===== config.mk =====
export PLATFORM = sky130hd
export DESIGN_NAME = fpu_issue_ctrl
export DESIGN_NICKNAME = d
export VERILOG_FILES = /design/src/rtl/fpu_issue_ctrl.sv
export SDC_FILE = /design/constraint.sdc
export NUM_CORES = 1
export LEC_CHECK = 0
export CAP_MARGIN = 25
export CORE_MARGIN = 2
export CORE_UTILIZATION = 42
export DETAILED_ROUTE_END_ITERATION = 7
export MAX_ROUTING_LAYER = met4
export PLACE_DENSITY = 0.85
export SLEW_MARGIN = 0
export SYNTH_ARGS = -nofsm -noshare
export SYNTH_HDL_FRONTEND = slang
export SYNTH_SLANG_ARGS = --single-unit

===== constraint.sdc =====
create_clock -name clock -period 2.5 [get_ports clock]
set_clock_uncertainty 0.15 [all_clocks]
set_input_delay 0.375 -clock clock [delete_from_list [all_inputs] [get_ports clock]]
set_output_delay 0.375 -clock clock [all_outputs]
set_load 0.05 [all_outputs]

===== src/rtl/fpu_issue_ctrl.sv =====
// FPU issue sequencer: accepts one op at a time, times its latency with a
// down-counter, raises stall on occupancy/RAW hazards and strobes writeback.
module fpu_issue_ctrl #(
  parameter int unsigned LAT_ADD  = 3,
  parameter int unsigned LAT_MUL  = 4,
  parameter int unsigned LAT_DIV  = 12,
  parameter int unsigned LAT_SQRT = 12,
  parameter int unsigned LAT_MISC = 1,
  parameter int unsigned LAT_CVT  = 2,
  parameter int unsigned CNT_W    = 5
) (
  input  logic       clock,
  input  logic       reset_n,
  input  logic       issue_valid,
  input  logic [3:0] issue_op,
  input  logic [4:0] issue_rd,
  input  logic       issue_int_dest,
  output logic       issue_ready,
  input  logic       flush,
  input  logic [4:0] chk_rs1,
  input  logic [4:0] chk_rs2,
  input  logic       chk_rs1_f,
  input  logic       chk_rs2_f,
  input  logic       chk_valid,
  output logic       fpu_start,
  output logic [3:0] fpu_op,
  output logic       stall,
  output logic       busy,
  output logic       wb_valid,
  output logic [4:0] wb_rd,
  output logic       wb_int_dest,
  output logic       wb_illegal
);

  typedef enum logic {IDLE, RUN} state_t;

  state_t           state_q;
  logic [CNT_W-1:0] cnt_q;
  logic [3:0]       op_q;
  logic [4:0]       rd_q;
  logic             int_q;
  logic             ill_q;
  logic             start_q;

  logic [CNT_W-1:0] lat_m1;
  logic             legal;
  logic             accept;
  logic             done;
  logic             haz1;
  logic             haz2;

  always_comb begin
    lat_m1 = '0;
    case (issue_op)
      4'd0, 4'd1:       lat_m1 = CNT_W'(LAT_ADD - 1);
      4'd2:             lat_m1 = CNT_W'(LAT_MUL - 1);
      4'd3:             lat_m1 = CNT_W'(LAT_DIV - 1);
      4'd6:             lat_m1 = CNT_W'(LAT_SQRT - 1);
      4'd4, 4'd5, 4'd7: lat_m1 = CNT_W'(LAT_MISC - 1);
      4'd8, 4'd9:       lat_m1 = CNT_W'(LAT_CVT - 1);
      default:          lat_m1 = '0;
    endcase
  end

  assign legal       = (issue_op <= 4'd9);
  assign busy        = (state_q == RUN);
  assign done        = busy && (cnt_q == '0);
  assign issue_ready = (state_q == IDLE) || done;
  assign accept      = issue_valid && issue_ready && !flush;

  // Source matches only if the regfile type agrees; integer x0 is never a dependency.
  assign haz1 = (chk_rs1 == rd_q) && (chk_rs1_f ? !int_q : (int_q && (chk_rs1 != 5'd0)));
  assign haz2 = (chk_rs2 == rd_q) && (chk_rs2_f ? !int_q : (int_q && (chk_rs2 != 5'd0)));

  assign stall       = (issue_valid && !issue_ready) || (busy && chk_valid && (haz1 || haz2));
  assign wb_valid    = done && !flush;
  assign wb_rd       = rd_q;
  assign wb_int_dest = int_q;
  assign wb_illegal  = wb_valid && ill_q;
  assign fpu_start   = start_q;
  assign fpu_op      = op_q;

  always_ff @(posedge clock or negedge reset_n) begin
    if (!reset_n) begin
      state_q <= IDLE;
      cnt_q   <= '0;
      op_q    <= '0;
      rd_q    <= '0;
      int_q   <= 1'b0;
      ill_q   <= 1'b0;
      start_q <= 1'b0;
    end else if (flush) begin
      state_q <= IDLE;
      cnt_q   <= '0;
      start_q <= 1'b0;
    end else if (accept) begin
      state_q <= RUN;
      cnt_q   <= lat_m1;
      op_q    <= issue_op;
      rd_q    <= issue_rd;
      int_q   <= issue_int_dest;
      ill_q   <= !legal;
      start_q <= legal;
    end else begin
      start_q <= 1'b0;
      if (state_q == RUN) begin
        if (cnt_q != '0) cnt_q <= cnt_q - CNT_W'(1);
        else             state_q <= IDLE;
      end
    end
  end

endmodule


==> results.json <==
{
  "grt_pass1_vias": 899,
  "min_path_type": "reg -> reg",
  "synth_nets": 124,
  "grt_pass1_wl_mm": 3.92,
  "final_hold_viol_count": 0,
  "drt_iter0_drc": 14,
  "pwr-share-seq": 0.400,
  "wirelength_mm": 2.55,
  "rows": 18,
  "core_mm2": 0.00241,
  "worstMarginPinSlew_ns": 0.798,
  "synth_enable_flop_cells": 0,
  "p_int_mw": 0.589,
  "stdcell_area_mm2": 0.00160,
  "cts_buffers": 3,
  "drc_errors": 0,
  "reg2reg_slack_ns": 0.37,
  "rsz0062_at_grt": "true",
  "slew_headroom": 0.466,
  "globalRoute.totalOverflow": 0,
  "cts_root_buffer": "clkbuf_4",
  "synthTopCellsByArea": "dfrtp_1 43%, mux2_2 11%, xor2_1 6.7%",
  "synth.avg_cell_area_um2": 10.8,
  "num_vias": 912,
  "powerDensity_mw_per_mm2": 600,
  "cts_tree": "done",
  "postRouteAntennaNets": 0,
  "r2r-start": "cnt_q[0]$_DFFE_PN0P_",
  "async_flop_share": 1.00,
  "power.switching_mw": 0.374,
  "arrival_ns": 1.95,
  "fmaxAchievable_mhz": 404,
  "critical_path_class": "in -> out",
  "antenna_found_initial": 0,
  "cts_buffer_depth": 2,
  "ir_drop_mv": 0.591,
  "power_leakage_nw": 0.645,
  "clock_sinks": 18,
  "place_inst": 172,
  "final_cell_mix": "37 x clkdlybuf4s50_1, 18 x dfrtp_1, 10 x mux2_2",
  "cts.htree.levels": 1,
  "clkTransAtPathRegs_ns": 0.09,
  "slew_violations": 0,
  "post_cts_buffers": 0,
  "p_comb_frac": 0.461,
  "area_growth_pct": 54.3,
  "dr.pass1.iters": 4,
  "grtUsageTotal": 0.196,
  "placed_cell_area_mm2": 0.00155,
  "start_kind": "input pin",
  "setup_viol": 0,
  "synthCells": 96,
  "routedWlPerCell_um": 14.6,
  "critical_path.startpoint": "chk_rs2[1]",
  "synth_ff_type": "dfrtp_1",
  "drive_gt1_frac": 0.221,
  "layout_commonest_cell": "clkdlybuf4s50_1",
  "end_kind": "output pin",
  "hpwl_mm": 2.05,
  "drt-vias-per-instance": 5.21,
  "ys_types": 32,
  "status": "completed",
  "insertedDiodeCount": 0,
  "cap_violations": 0,
  "hold_ws_ns": 0.376,
  "ios": 43,
  "period_share": 0.990,
  "worstHoldStart": "fpu_op[0]$_DFFE_PN0P_",
  "ys_ff_latch": 18,
  "yosysTopAreaCell": "dfrtp_1",
  "switching_share": 0.388,
  "yosysWarnings": 0,
  "place.gp.congestion": 0.695,
  "dieHeight_um": 53.8,
  "syn_area_mm2": 0.00104,
  "start_util": 0.431,
  "yosysSeqAreaShare": 0.433,
  "portBuffers": 42,
  "layout.cells.non_filler": 175,
  "clk_latency_ns": 0.28,
  "nets": 175,
  "required_ns": 1.98,
  "die_w_um": 53.8,
  "clkPwrFrac": 0.138,
  "design.die.area_mm2": 0.00289,
  "min_period_ns": 2.48,
  "grt_start_max_net_pins": 19,
  "cp_max_fo": 2,
  "synth_top_area_share": 0.433
}
-- critical path, stage by stage --
cell and delay [ns]:
clkdlybuf4s50_1 0.42, or4_1 0.52, o21a_1 0.20, o2111ai_2 0.16, nand3_1 0.11, buf_6 0.16
-- power by group through the flow --
| stage | clock, mW | sequential [mW] | combinational, mW |
|---|---|---|---|
| 3_5_place_dp | 0 | 0.391 | 0.436 |
| 2_1_floorplan | 0 | 0.502 | 0.145 |
| 3_3_place_gp | 0 | 0.388 | 0.427 |
| 6_report | 0.133 | 0.386 | 0.444 |
| 5_1_grt | 0.156 | 0.392 | 0.469 |
| 4_1_cts | 0.140 | 0.385 | 0.439 |
-- kinds of logic (layout without fill, tap and decap cells) --
family                   Yosys count  after routing  synth area share
AO/OA/AOI/OAI                     18             18             0.116
XOR/XNOR                          12             12             0.101
adder cells (fa/ha/maj)            1              1            0.0120
buffers and inverters              7             56            0.0397
flip-flops                        18             18             0.433
multiplexers                      11             11             0.118
AND/OR/NAND/NOR                   29             29             0.181
-- sequential cells by signal (all words and copies together) (netlist names) --
name / count
busy: 1
cnt_q: 5
fpu_op: 4
fpu_start: 1
ill_q: 1
wb_int_dest: 1
wb_rd: 5
-- final timing paths --
kind,end,cells past startpoint
worst min register to register,fpu_op[0]$_DFFE_PN0P_,1
max in group asynchronous,fpu_op[3]$_DFFE_PN0P_,1
min in group asynchronous,fpu_op[0]$_DFFE_PN0P_,1
worst max-delay path,stall,6
worst max register to register,fpu_op[1]$_DFFE_PN0P_,7
worst min-delay path,fpu_op[0]$_DFFE_PN0P_,1
-- layout make-up --
type | count | area [um^2]
Clock buffer | 3 | 22.5
Multi-Input combinational cell | 71 | 576
Timing Repair Buffer | 49 | 503
Tap cell | 30 | 37.5
Sequential cell | 18 | 450
Inverter | 4 | 15.0
Fill cell | 182 | 806
-- per-layer routing --
metal,vias up,track usage,wire [um]
met4,0,0.0556,10
li1,453,-,-
met5,-,-,0
met2,22,0.350,1390
met3,2,0.0333,83
met1,435,0.225,1070
-- per-stage QoR --
stage / TNS, ns / utilization / worst slack, ns / power [mW]
final: 0 / 0.666 / 0.0241 / 0.963
after global routing: -0.0396 / 0.666 / -0.0396 / 1.02
after CTS: 0 / 0.656 / 0.0124 / 0.964
after detailed placement: -0.0582 / 0.644 / -0.0582 / 0.827
after global placement: 0 / 0.644 / 0.0151 / 0.814
after floorplan: 0 / - / 0.273 / 0.647
-- repair_timing --
| item | 4_1_cts | 5_1_grt |
|---|---|---|
| setup endpoints to repair | 1 | 2 |
| pin swaps | 1 | 2 |
| resized for setup | 3 | 4 |
| gates cloned | 0 | 0 |
| hold buffers | 0 | 0 |
-- Yosys cell counts (2+ instances only) --
library cell and count:
dfrtp_1 18, mux2_2 10, xor2_1 8, a21oi_1 6, nor2_1 5, inv_1 4
nand2_1 4, xnor2_1 4, nand2b_1 3, nand3_1 3, nor4_1 3, a211oi_1 2
a31oi_1 2, buf_6 2, nand3b_1 2, o2111ai_1 2, o21a_1 2, or4_1 2
Power figures use the tool's default switching activity.
